==> src/rtl/game_frame_controller.sv <==
// Frame sequencer: stalls the core between frames, snapshots the newest PS/2 key,
// and commits shadow player/enemy words atomically when the core writes DONE.
module game_frame_controller #(
    parameter int unsigned FRAME_CYCLES = 1000,
    parameter logic [31:0] IO_BASE      = 32'h0000_0100
) (
    input  logic        clk,
    input  logic        reset,
    input  logic        cpu_we,
    input  logic [31:0] cpu_addr,
    input  logic [31:0] cpu_wdata,
    output logic [31:0] cpu_rdata,
    input  logic        ps2_valid,
    input  logic [7:0]  ps2_code,
    output logic        cpu_stall,
    output logic [31:0] playerData,
    output logic [31:0] enemyData1,
    output logic [31:0] enemyData2,
    output logic        frame_overrun
);

    localparam int CW = $clog2(FRAME_CYCLES);

    localparam logic [4:0] OFF_PLAYER = 5'h00;
    localparam logic [4:0] OFF_ENEMY1 = 5'h04;
    localparam logic [4:0] OFF_ENEMY2 = 5'h08;
    localparam logic [4:0] OFF_DONE   = 5'h0C;
    localparam logic [4:0] OFF_KEY    = 5'h10;
    localparam logic [4:0] OFF_OVR    = 5'h14;

    typedef enum logic [1:0] {
        IDLE,
        RUN,
        COMMIT
    } state_t;

    state_t        state;
    logic [CW-1:0] frame_cnt;
    logic          tick;
    logic [31:0]   offset;
    logic          in_window;
    logic [4:0]    off;
    logic          wr_accept;
    logic          done_now;

    logic          wr_q;
    logic [4:0]    wr_off_q;
    logic [31:0]   wr_data_q;
    logic          done_q;

    logic [31:0]   player_sh;
    logic [31:0]   enemy1_sh;
    logic [31:0]   enemy2_sh;
    logic [8:0]    key_latch;
    logic [8:0]    key_reg;
    logic [7:0]    overrun_cnt;
    logic          pending_tick;

    assign tick      = (frame_cnt == CW'(FRAME_CYCLES - 1));
    assign offset    = cpu_addr - IO_BASE;
    assign in_window = (offset[31:5] == 27'd0);
    assign off       = offset[4:0];

    // Core writes pass through one register stage, so DONE reaches the FSM a cycle later.
    assign wr_accept = (state == RUN) && !done_q && cpu_we && in_window;
    assign done_now  = wr_accept && (off == OFF_DONE);
    assign done_q    = wr_q && (wr_off_q == OFF_DONE);

    always_comb begin
        cpu_rdata = 32'd0;
        if (in_window) begin
            case (off)
                OFF_PLAYER: cpu_rdata = player_sh;
                OFF_ENEMY1: cpu_rdata = enemy1_sh;
                OFF_ENEMY2: cpu_rdata = enemy2_sh;
                OFF_KEY:    cpu_rdata = {23'd0, key_reg};
                OFF_OVR:    cpu_rdata = {24'd0, overrun_cnt};
                default:    cpu_rdata = 32'd0;
            endcase
        end
    end

    always_ff @(posedge clk) begin
        if (reset) begin
            state         <= IDLE;
            cpu_stall     <= 1'b1;
            frame_cnt     <= '0;
            wr_q          <= 1'b0;
            wr_off_q      <= 5'd0;
            wr_data_q     <= 32'd0;
            player_sh     <= 32'd0;
            enemy1_sh     <= 32'd0;
            enemy2_sh     <= 32'd0;
            playerData    <= 32'd0;
            enemyData1    <= 32'd0;
            enemyData2    <= 32'd0;
            key_latch     <= 9'd0;
            key_reg       <= 9'd0;
            overrun_cnt   <= 8'd0;
            pending_tick  <= 1'b0;
            frame_overrun <= 1'b0;
        end else begin
            frame_cnt     <= tick ? '0 : frame_cnt + CW'(1);
            frame_overrun <= 1'b0;

            wr_q      <= wr_accept;
            wr_off_q  <= off;
            wr_data_q <= cpu_wdata;

            if (wr_q) begin
                case (wr_off_q)
                    OFF_PLAYER: player_sh <= wr_data_q;
                    OFF_ENEMY1: enemy1_sh <= wr_data_q;
                    OFF_ENEMY2: enemy2_sh <= wr_data_q;
                    default:    ;
                endcase
            end

            if (ps2_valid) begin
                key_latch <= {1'b1, ps2_code};
            end

            case (state)
                IDLE: begin
                    if (tick || pending_tick) begin
                        state        <= RUN;
                        cpu_stall    <= 1'b0;
                        key_reg      <= ps2_valid ? {1'b1, ps2_code} : key_latch;
                        key_latch    <= 9'd0;
                        pending_tick <= 1'b0;
                    end
                end
                RUN: begin
                    if (done_q) begin
                        state     <= COMMIT;
                        cpu_stall <= 1'b1;
                        if (tick) begin
                            pending_tick <= 1'b1;
                        end
                    end else if (tick) begin
                        // A DONE arriving on the tick edge still finishes this frame.
                        if (done_now) begin
                            pending_tick <= 1'b1;
                        end else begin
                            frame_overrun <= 1'b1;
                            if (overrun_cnt != 8'hFF) begin
                                overrun_cnt <= overrun_cnt + 8'd1;
                            end
                        end
                    end
                end
                COMMIT: begin
                    playerData <= player_sh;
                    enemyData1 <= enemy1_sh;
                    enemyData2 <= enemy2_sh;
                    state      <= IDLE;
                    if (tick) begin
                        pending_tick <= 1'b1;
                    end
                end
                default: begin
                    state     <= IDLE;
                    cpu_stall <= 1'b1;
                end
            endcase
        end
    end

endmodule

==> config.mk <==
export PLATFORM = sky130hd
export DESIGN_NAME = game_frame_controller
export DESIGN_NICKNAME = d
export VERILOG_FILES = /design/src/rtl/game_frame_controller.sv
export SDC_FILE = /design/constraint.sdc
export NUM_CORES = 1
export LEC_CHECK = 0
export ABC_AREA = 1
export BUFFER_PORTS_ARGS = -buffer_cell sky130_fd_sc_hd__buf_2
export CORE_MARGIN = 2
export CORE_UTILIZATION = 44
export DETAILED_ROUTE_END_ITERATION = 7
export PLACE_DENSITY = 0.66
export SETUP_SLACK_MARGIN = 0.15
export SLEW_MARGIN = 20
export SYNTH_ARGS = -nofsm -noshare
export SYNTH_HDL_FRONTEND = slang
export SYNTH_SLANG_ARGS = --single-unit
==> constraint.sdc <==
create_clock -name clk -period 3.4 [get_ports clk]
set_input_delay 0.17 -clock clk [delete_from_list [all_inputs] [get_ports clk]]
set_output_delay 0.17 -clock clk [all_outputs]
set_load 0.03 [all_outputs]
==> results of run 1 <==
==> cell usage after synthesis, types with 7 or more instances <==
cell and n:
a21oi_1 17, nor3_1 9, nand2_1 163, a211oi_1 8, nor2_4 7, a221oi_1 8
nand3_1 33, clkbuf_1 70, inv_1 90, mux2i_1 8, nor2_1 499, o21ai_0 199
a31oi_1 27, nor2_2 14, ha_1 7, dfxtp_1 271
==> per-layer routing <==
metal / part of all wire (%) / track usage [%]
met1: 45 / 30.8
met2: 47 / 42.2
met3: 6.0 / 3.36
met4: 2.3 / 6.59
met5: 0 / 0
==> through the flow <==
stage | utilization [%] | cell area (um2) | cells | total power, mW | hold slack, ps
3_3_place_gp | 50.1 | 12100 | 1945 | 4.45 | 380
3_5_place_dp | 50.1 | 12100 | 1945 | 4.46 | 376
4_1_cts | 56.2 | 13600 | 2040 | 7.85 | 20.6
6_report | 56.2 | 13600 | 2040 | 7.80 | 20.7
2_1_floorplan | - | 10800 | 1482 | 4.13 | 277
5_1_grt | 56.2 | 13600 | 2040 | 8.09 | 65.9
==> cell families (layout without fill, tap and decap cells) <==
logic type,Yosys count,count (layout),synth area share [%]
compound gates,271,271,13.6
xor+xnor,5,5,0.406
fa+ha+maj,7,7,0.812
buf+inv,176,410,6.20
flops,271,271,50.3
mux,8,8,0.742
simple gates,744,744,27.9
==> worst max-delay path, cell delays in order <==
cell and delay (ps):
dlygate4sd3_1 540, buf_2 130, nor2_1 260, nand3_1 200, nor2_1 600, nand2_1 100, o21ai_0 100, a221oi_1 90
a21oi_1 390, buf_2 280
==> layout make-up <==
class	count	area share [%]
sequential	271	39.9
multi-input combinational	1035	34.8
clock inverter	13	1.46
clock buffer	37	6.15
tap	324	2.98
timing repair buffer	265	12.0
inverter	95	2.65
==> placed cells by master (no fill, tap or decap), types with 3 or more instances in the layout <==
master / netlist / routed
nand2_2: 3 / 3
a221oi_1: 8 / 8
o21ai_0: 199 / 199
nand3_1: 33 / 33
mux2i_1: 8 / 8
nor3b_1: 3 / 3
nor3_1: 9 / 9
nand2_1: 163 / 163
nand4_1: 6 / 6
nor2_1: 499 / 498
nor2_4: 7 / 8
a31oi_1: 27 / 27
o21ai_1: 5 / 4
inv_1: 90 / 89
buf_4: 1 / 12
clkinv_2: 0 / 6
a21oi_1: 17 / 17
ha_1: 7 / 6
a211oi_1: 8 / 8
clkbuf_16: 0 / 29
clkbuf_8: 0 / 8
buf_2: 4 / 205
dfxtp_1: 271 / 271
clkinvlp_4: 0 / 3
buf_12: 0 / 3
bufinv_16: 0 / 5
xor2_1: 4 / 4
nor2_2: 14 / 14
dlygate4sd3_1: 0 / 45
==> worst paths after layout <==
check	cells after the start	from	slack [ps]	end
worst min-delay path	5	cpu_we	20	wr_q
worst max register to register	6	wr_off_q[3]	1420	enemy1_sh[13]
worst max-delay path	10	cpu_addr[1]	370	cpu_rdata[1]
worst min register to register	1	frame_cnt[0]	450	frame_cnt[0]
==> where the power goes <==
part | total [mW] | internal, mW | switching (mW) | leakage, nW
Combinational | 0.994 | 0.297 | 0.696 | 3.43
Sequential | 3.44 | 3.35 | 0.0871 | 2.20
Clock | 3.36 | 2.10 | 1.27 | 0.506
==> out/results.tsv, run 1 <==
stage	metric	value	unit
floorplan	start_util	44.6	%
placement	dp_slack	544	ps
yosys	ys_types	38	
floorplan	die_h	161	um
clock_tree	cts_setup_buffers	0	
hold_path	hold_path_class	input pin to flip-flop	
timing	setup_tns	0	ps
critical_path	endpoint_kind	output port	
yosys	ys_ff_latch	271	
status	outcome	finished clean	
global_routing	grt_start_max_net_pins	88	
route	first_pass_iters	5	
placement	portBuffers	205	
timing	fin_crit_sh	89.3	%
yosys	async_flop_share	0	%
timing	setup_ws	365	ps
timing	report.final.hold_viol_count	0	
clock_tree	cts_root_buf	clkbuf_16	
clock_tree	worstSkewPairLatency	540	ps
clock_tree	path_clk_slew	60	ps
route	drt_iter0_drc	555	
yosys	ys_warn_count	0	
finish	area_delta_synth_final	25.9	%
critical_path	crit_fanout	9	
timing	rsz0062_at_grt	false	
floorplan	io_pins	206	
global_routing	overflow	0	
timing	post-route-min-period	3030	ps
route	avgViaCountPerCell	5.08	
floorplan	die_x	161	um
critical_path	worstSetupPathType	input pin to output port	
critical_path	worstPathRequired	3230	ps
finish	multi_input_area	4730	um2
finish	drive_gt1_share	18.0	%
timing	fmax	330	MHz
global_routing	grt_pass1_wl	50.5	mm
floorplan	dieArea	25800	um2
timing	slew_headroom	23.4	%
clock_tree	ctsHoldBuffers	45	
route	routedWlPerCell	15.4	um
finish	nFillCells	2369	
floorplan	fp-row-count	57	
timing	maxSlewViolCount	0	
critical_path	start_kind	input pin	
clock_tree	cts_max_level	1	
yosys	synth_area_leaders	dfxtp_1, nor2_1, o21ai_0, nand2_1, inv_1	
pwr	vdd_drop_max	0.000350	V
floorplan	coreArea	24200	um2
finish	register_area	5430	um2
timing	final-setup-viol-count	0	
placement	hpwl	19.9	mm
flow_run	drv_cap	0	
route	drt_wl_total	31.4	mm
yosys	syn-num-nets	1565	
timing	worstMarginPinSlew	1140	ps
yosys	yosysTopAreaCell	dfxtp_1	
yosys	yosysTopAreaCellShare	50.3	%
yosys	avgSynthCellArea	7.28	um2
clock_tree	cts-buffers-inserted	28	
critical_path	crit_arrival	2860	ps
finish	antenna_cells	0	
global_routing	grt_use_total	24.0	%
yosys	synth-edff-count	0	
yosys	synth_flop_cell	dfxtp_1	
placement	gp_congestion	0.818	
pwr	p_leak	6.14	nW
clock_tree	cts.repair.resized	0	
yosys	seq_area_frac_synth	50.3	%
route	antenna_left	0	
clock_tree	cts.sinks	271	
yosys	synth.cell_area	10800	um2
finish	nets	1779	
global_routing	grt_pass1_vias	9946	
yosys	syn_inst	1482	
pwr	pwr_density_cell	574	nW/um2
route	routed-via-count	10358	
clock_tree	cts_tree	done	
clock_tree	clockBufferDepth	3	
route	drc	0	
global_routing	antenna_found_initial	0	
timing	skew	9.22	ps
(Power assumes the default switching activity.)
==> inputs of run 2 (changes only) <==
--- a/config.mk
+++ b/config.mk
@@ -6,11 +6,14 @@
 export NUM_CORES = 1
 export LEC_CHECK = 0
 export ABC_AREA = 1
+export ABC_CLOCK_PERIOD_IN_PS = 3400
 export BUFFER_PORTS_ARGS = -buffer_cell sky130_fd_sc_hd__buf_2
+export CELL_PAD_IN_SITES_DETAIL_PLACEMENT = 0
+export CELL_PAD_IN_SITES_GLOBAL_PLACEMENT = 1
 export CORE_MARGIN = 2
-export CORE_UTILIZATION = 44
+export CORE_UTILIZATION = 43
 export DETAILED_ROUTE_END_ITERATION = 7
-export PLACE_DENSITY = 0.66
+export PLACE_DENSITY_LB_ADDON = 0.1
 export SETUP_SLACK_MARGIN = 0.15
 export SLEW_MARGIN = 20
 export SYNTH_ARGS = -nofsm -noshare
==> run 2 against run 1 <==
- non-clock buffer count increased by 6
- global-route usage grew 0.47 points
- critical endpoint is now cpu_rdata[0]
- largest cell class unchanged
- combinational power about the same
- sequential power is essentially flat
- cell count up 0.49%
- register-to-register slack got worse by 30 ps
==> out/results.tsv, run 2 (synthesis gave the netlist of run 1 again) <==
stage	metric	value	unit	change
status	outcome	finished clean		
clock_tree	cts_max_level	1		unchanged
clock_tree	cts-buffers-inserted	29		+3.6%
clock_tree	cts_tree	done		
timing	skew	21.4	ps	+12.2 ps
timing	post-route-min-period	2910	ps	-121 ps
placement	placed_area	12100	um2	+0.31%
route	drt_iter0_drc	524		-5.6%
critical_path	reg2regPathDepth	9		+3
critical_path	start_kind	input pin		
finish	layout_common_cells	nor2_1, dfxtp_1, buf_2		
finish	drive_gt1_share	18.3	%	+0.24 points
pwr	p_int	5.64	mW	-1.8%
clock_tree	path_clk_slew	60	ps	about the same
critical_path	reg2reg_slack	1390	ps	-30 ps
finish	area_delta_synth_final	26.2	%	
route	drt_wl_total	32.1	mm	+2.1%
route	antenna_left	0		unchanged
route	drc	0		unchanged
global_routing	grt_start_max_net_pins	92		+4.5%
finish	design_area	13600	um2	+0.23%
critical_path	crit_end	cpu_rdata[0]		
route	routedWlPerCell	15.7	um	+1.6%
timing	whs	3.79	ps	-16.9 ps
floorplan	start_util	44.1	%	-0.52 points
hold_path	hold_path.startpoint	cpu_we		
route	routed-via-count	10137		-2.1%
clock_tree	cts.sinks	271		unchanged
critical_path	r2r_start	frame_cnt[4]		
critical_path	r2r-end	key_reg[8]		
flow_run	drv_cap	0		unchanged
timing	slew_headroom	45.8	%	+22 points
global_routing	overflow	0		unchanged
floorplan	die_h	162	um	+1.1%
timing	maxSlewViolCount	0		unchanged
finish	nFillCells	2436		+2.8%
pwr	p_switching	2.09	mW	+1.7%
pwr	combPwrFrac	12.8	%	about the same
finish	fin_cells	2050		+0.49%
timing	final-setup-viol-count	0		unchanged
pwr	pwr_density_cell	568	nW/um2	-1.1%
global_routing	grt_use_total	24.4	%	+0.47 points
global_routing	antenna_found_initial	0		unchanged
floorplan	dieArea	26400	um2	+2.3%
clock_tree	ctsHoldBuffers	45		unchanged
pwr	p_leak	6.16	nW	+0.44%
pwr	pwr-share-clk	42.6	%	-0.5 points
floorplan	coreArea	24500	um2	+1.2%
timing	report.final.hold_viol_count	0		unchanged
route	first_pass_iters	5		unchanged
finish	nets	1786		+0.39%
critical_path	worstSetupPathType	input pin to output port		
hold_path	hold_path_class	input pin to flip-flop		
placement	gp_congestion	0.823		+0.62%
floorplan	fp-row-count	57		unchanged
critical_path	crit_fanout	9		unchanged
placement	portBuffers	205		unchanged
route	avgViaCountPerCell	4.94		-2.6%
clock_tree	cts_setup_buffers	0		unchanged
clock_tree	cts.repair.resized	0		unchanged
timing	worstMarginPinSlew	813	ps	-332 ps
floorplan	die_x	162	um	+1.1%
global_routing	grt_pass1_vias	9928		-0.18%
critical_path	endpoint_kind	output port		
global_routing	grt_pass1_wl	52.1	mm	+3.1%
clock_tree	worstSkewPairLatency	550	ps	about the same
pwr	vdd_drop_max	0.000352	V	+0.42%
critical_path	crit_arrival	2740	ps	-120 ps
timing	fin_crit_sh	85.7	%	-3.5 points
timing	fmax	343	MHz	+4.1%
pwr	swShare	27.0	%	+0.68 points
timing	setup_ws	486	ps	+121 ps
finish	fin_util	55.7	%	-0.53 points
critical_path	cp-startpoint	cpu_addr[1]		
finish	layout.cells.most_common	nor2_1		
placement	dp_cells	1950		+0.26%
pwr	finalPower	7.73	mW	-0.87%
clock_tree	clockBufferDepth	3		unchanged
critical_path	worstPathRequired	3230	ps	about the same
floorplan	io_pins	206		unchanged
pwr	p_seq_share	44.5	%	+0.4 points
placement	dp_slack	614	ps	+69.3 ps
timing	rsz0062_at_grt	false		
clock_tree	cts_root_buf	clkbuf_16		
placement	hpwl	20.7	mm	+4.0%
timing	setup_tns	0	ps	unchanged
finish	antenna_cells	0		unchanged
==> run 2: cell type report <==
class | count | area, um2 | share of cell area, %
repair buffers | 271 | 1680 | 12.3
inverters | 95 | 360 | 2.65
multi-input cells | 1035 | 4730 | 34.8
flip-flops and latches | 271 | 5430 | 39.8
clock buffers | 42 | 865 | 6.35
clock inverters | 12 | 148 | 1.08
well taps | 324 | 405 | 2.98
==> run 2: how the worst min path moves through the flow <==
stage	end	slack (ps)	cells past startpoint
floorplan	wr_data_q[0]	280	2
global placement	wr_data_q[27]	380	3
detailed placement	wr_data_q[27]	370	3
CTS	wr_q	1	5
global route	wr_q	80	5
finish	wr_q	4	5
==> run 2: metal layers <==
layer / GRT usage [%] / vias up / share of wire (%)
met4: 6.19 / 0 / 1.9
met2: 42.6 / 259 / 47
met3: 3.59 / 43 / 5.3
met5: 0 / - / 0
met1: 31.8 / 4649 / 46
li1: - / 5186 / -
==> run 2: power by group through the flow <==
| stage | registers (mW) | clock network, mW | logic, mW |
|---|---|---|---|
| 2_1_floorplan | 3.77 | 0 | 0.357 |
| 3_3_place_gp | 3.51 | 0 | 0.952 |
| 3_5_place_dp | 3.51 | 0 | 0.956 |
| 4_1_cts | 3.44 | 3.36 | 1.00 |
| 5_1_grt | 3.46 | 3.49 | 1.09 |
| 6_report | 3.44 | 3.29 | 0.992 |
==> run 2: worst max-delay path, stage by stage <==
cell and delay [ps]:
dlygate4sd3_1 550, buf_2 130, nor2_1 200, nand3_1 180, nor2_1 650, a221oi_1 280, a31oi_1 330, buf_2 260
==> inputs of run 3 (changes only) <==
--- a/config.mk
+++ b/config.mk
@@ -8,10 +8,10 @@
 export ABC_AREA = 1
 export ABC_CLOCK_PERIOD_IN_PS = 3400
 export BUFFER_PORTS_ARGS = -buffer_cell sky130_fd_sc_hd__buf_2
-export CELL_PAD_IN_SITES_DETAIL_PLACEMENT = 0
-export CELL_PAD_IN_SITES_GLOBAL_PLACEMENT = 1
+export CELL_PAD_IN_SITES_DETAIL_PLACEMENT = 1
+export CELL_PAD_IN_SITES_GLOBAL_PLACEMENT = 2
 export CORE_MARGIN = 2
-export CORE_UTILIZATION = 43
+export CORE_UTILIZATION = 33
 export DETAILED_ROUTE_END_ITERATION = 7
 export PLACE_DENSITY_LB_ADDON = 0.1
 export SETUP_SLACK_MARGIN = 0.15
==> run 3 against run 2 <==
- global-route usage down 2.9 points
- fmax decreased by 4.1%
- utilization shrank 13 points
- power up 2.6%
- die area grew 30%
- via count rose by 1.7%
- non-clock buffer count fell by 1
- clock skew decreased by 11 ps
- routed wire length rose by 14%
- combinational power about the same
- design area rose by 1.6%
- critical path depth unchanged
==> out/results.tsv, run 3 (synthesis gave the netlist of run 1 again) <==
stage	metric	value	unit	change
route	first_pass_iters	4		-1
flow_run	drv_cap	0		unchanged
critical_path	r2r-end	key_reg[2]		
status	outcome	finished clean		
pwr	p_int	5.77	mW	+2.3%
timing	maxSlewViolCount	0		unchanged
critical_path	cp-startpoint	cpu_addr[1]		
route	antenna_left	0		unchanged
pwr	combPwrFrac	12.7	%	about the same
timing	skew	10.9	ps	-10.5 ps
pwr	pwr-share-clk	43.9	%	+1.3 points
critical_path	start_kind	input pin		
placement	dp_cells	2068		+6.1%
clock_tree	cts_max_level	1		unchanged
timing	setup_tns	0	ps	unchanged
pwr	p_leak	6.19	nW	+0.34%
finish	antenna_cells	0		unchanged
floorplan	io_pins	206		unchanged
route	drc	0		unchanged
critical_path	crit_fanout	9		unchanged
global_routing	grt_pass1_wl	58.1	mm	+12%
hold_path	hold-path-endpoint	wr_q		
finish	layout_common_cells	nor2_1, dfxtp_1, buf_2		
pwr	pwr_density_cell	573	nW/um2	+1.0%
clock_tree	cts_tree	done		
finish	area_delta_synth_final	28.2	%	
global_routing	grt_start_max_net_pins	94		+2.2%
global_routing	grt_pass1_vias	10576		+6.5%
critical_path	worstPathRequired	3230	ps	about the same
clock_tree	cts.sinks	271		unchanged
pwr	vdd_drop_max	0.000443	V	+26%
timing	report.final.hold_viol_count	0		unchanged
floorplan	start_util	33.3	%	-11 points
critical_path	crit_arrival	2870	ps	+130 ps
timing	whs	22.1	ps	+18.3 ps
hold_path	hold_path.startpoint	cpu_we		
hold_path	hold_path_class	input pin to flip-flop		
placement	portBuffers	205		unchanged
route	drt_wl_total	36.6	mm	+14%
pwr	swShare	27.2	%	+0.25 points
pwr	p_seq_share	43.4	%	-1.1 points
floorplan	dieArea	34200	um2	+30%
timing	fmax	329	MHz	-4.1%
finish	nets	1787		+0.056%
finish	nFillCells	4106		+69%
hold_path	worstHoldPathCells	5		unchanged
timing	post-route-min-period	3040	ps	+125 ps
route	avgViaCountPerCell	4.75		-4.0%
placement	gp_congestion	0.821		-0.21%
clock_tree	path_clk_slew	50	ps	about the same
timing	slew_headroom	45.6	%	-0.18 points
pwr	p_switching	2.16	mW	+3.6%
timing	setup_ws	361	ps	-125 ps
global_routing	antenna_found_initial	0		unchanged
finish	multi_input_area	4740	um2	+0.21%
clock_tree	clockBufferDepth	3		unchanged
critical_path	reg2regPathDepth	9		unchanged
timing	fin_crit_sh	89.4	%	+3.7 points
timing	final-setup-viol-count	0		unchanged
clock_tree	cts-buffers-inserted	31		+6.9%
floorplan	coreArea	32400	um2	+32%
timing	rsz0062_at_grt	false		
global_routing	grt_use_total	21.6	%	-2.9 points
floorplan	die_h	185	um	+14%
critical_path	worstSetupPathType	input pin to output port		
route	routed-via-count	10311		+1.7%
clock_tree	worstSkewPairLatency	560	ps	about the same
finish	layout.cells.most_common	nor2_1		
global_routing	overflow	0		unchanged
pwr	finalPower	7.93	mW	+2.6%
floorplan	fp-row-count	66		+16%
critical_path	reg2reg_slack	1310	ps	-80 ps
critical_path	r2r_start	frame_cnt[4]		
route	drt_iter0_drc	519		-0.95%
route	routedWlPerCell	16.9	um	+7.8%
floorplan	die_x	185	um	+14%
finish	register_area	5430	um2	unchanged
clock_tree	cts_setup_buffers	0		unchanged
clock_tree	cts_root_buf	clkbuf_16		
placement	dp_slack	537	ps	-76.4 ps
critical_path	endpoint_kind	output port		
timing	worstMarginPinSlew	813	ps	-0.360 ps
finish	fin_cells	2171		+5.9%
finish	drive_gt1_share	18.3	%	+0.084 points
placement	hpwl	23.8	mm	+15%
==> run 3: what timing repair did <==
item	CTS	global route
gates resized for setup	0	0
endpoints found under the setup margin	0	0
hold endpoints to repair	45	0
hold buffers	45	0
==> run 3: per-stage QoR <==
| stage | instance area, um2 | util (%) |
|---|---|---|
| after floorplan | 10800 | - |
| after global placement | 12300 | 37.9 |
| after detailed placement | 12300 | 38.0 |
| after CTS | 13800 | 42.7 |
| after global routing | 13800 | 42.7 |
| final | 13800 | 42.7 |
==> run 3: power by group through the flow <==
stage          clock (mW)  combinational [mW]  sequential (mW)
6_report             3.48                1.01             3.44
5_1_grt              3.72                1.12             3.46
4_1_cts              3.57                1.03             3.44
3_5_place_dp            0               0.982             3.51
3_3_place_gp            0               0.973             3.51
2_1_floorplan           0               0.357             3.77
==> run 3: area by class of cell <==
cell class / instances / area share (%)
sequential: 271 / 39.2
clock buffer: 48 / 6.79
inverter: 95 / 2.61
multi-input combinational: 1035 / 34.3
clock inverter: 10 / 0.995
tap: 442 / 4.00
timing repair buffer: 270 / 12.1
==> run 3: worst max-delay path by stage <==
stage | depth (start not counted) | to | slack (ps)
after floorplan | 13 | cpu_rdata[24] | 1160
after global placement | 14 | cpu_rdata[31] | 560
after detailed placement | 15 | cpu_rdata[2] | 540
after CTS | 10 | cpu_rdata[8] | 370
after global routing | 8 | cpu_rdata[2] | 200
final | 8 | cpu_rdata[2] | 360
==> run 3: worst max-delay path, cell delays in order <==
cell,delay [ps]
dlygate4sd3_1,560
buf_2,130
nor2_1,240
nand3_1,200
nor2_1,660
a221oi_1,270
a31oi_1,370
buf_2,270
==> run 3: layer usage <==
| metal | global-route usage [%] | wire (um) |
|---|---|---|
| met1 | 28.0 | 17200 |
| met2 | 37.8 | 17300 |
| met3 | 3.22 | 1520 |
| met4 | 4.57 | 614 |
| met5 | 0 | 0 |
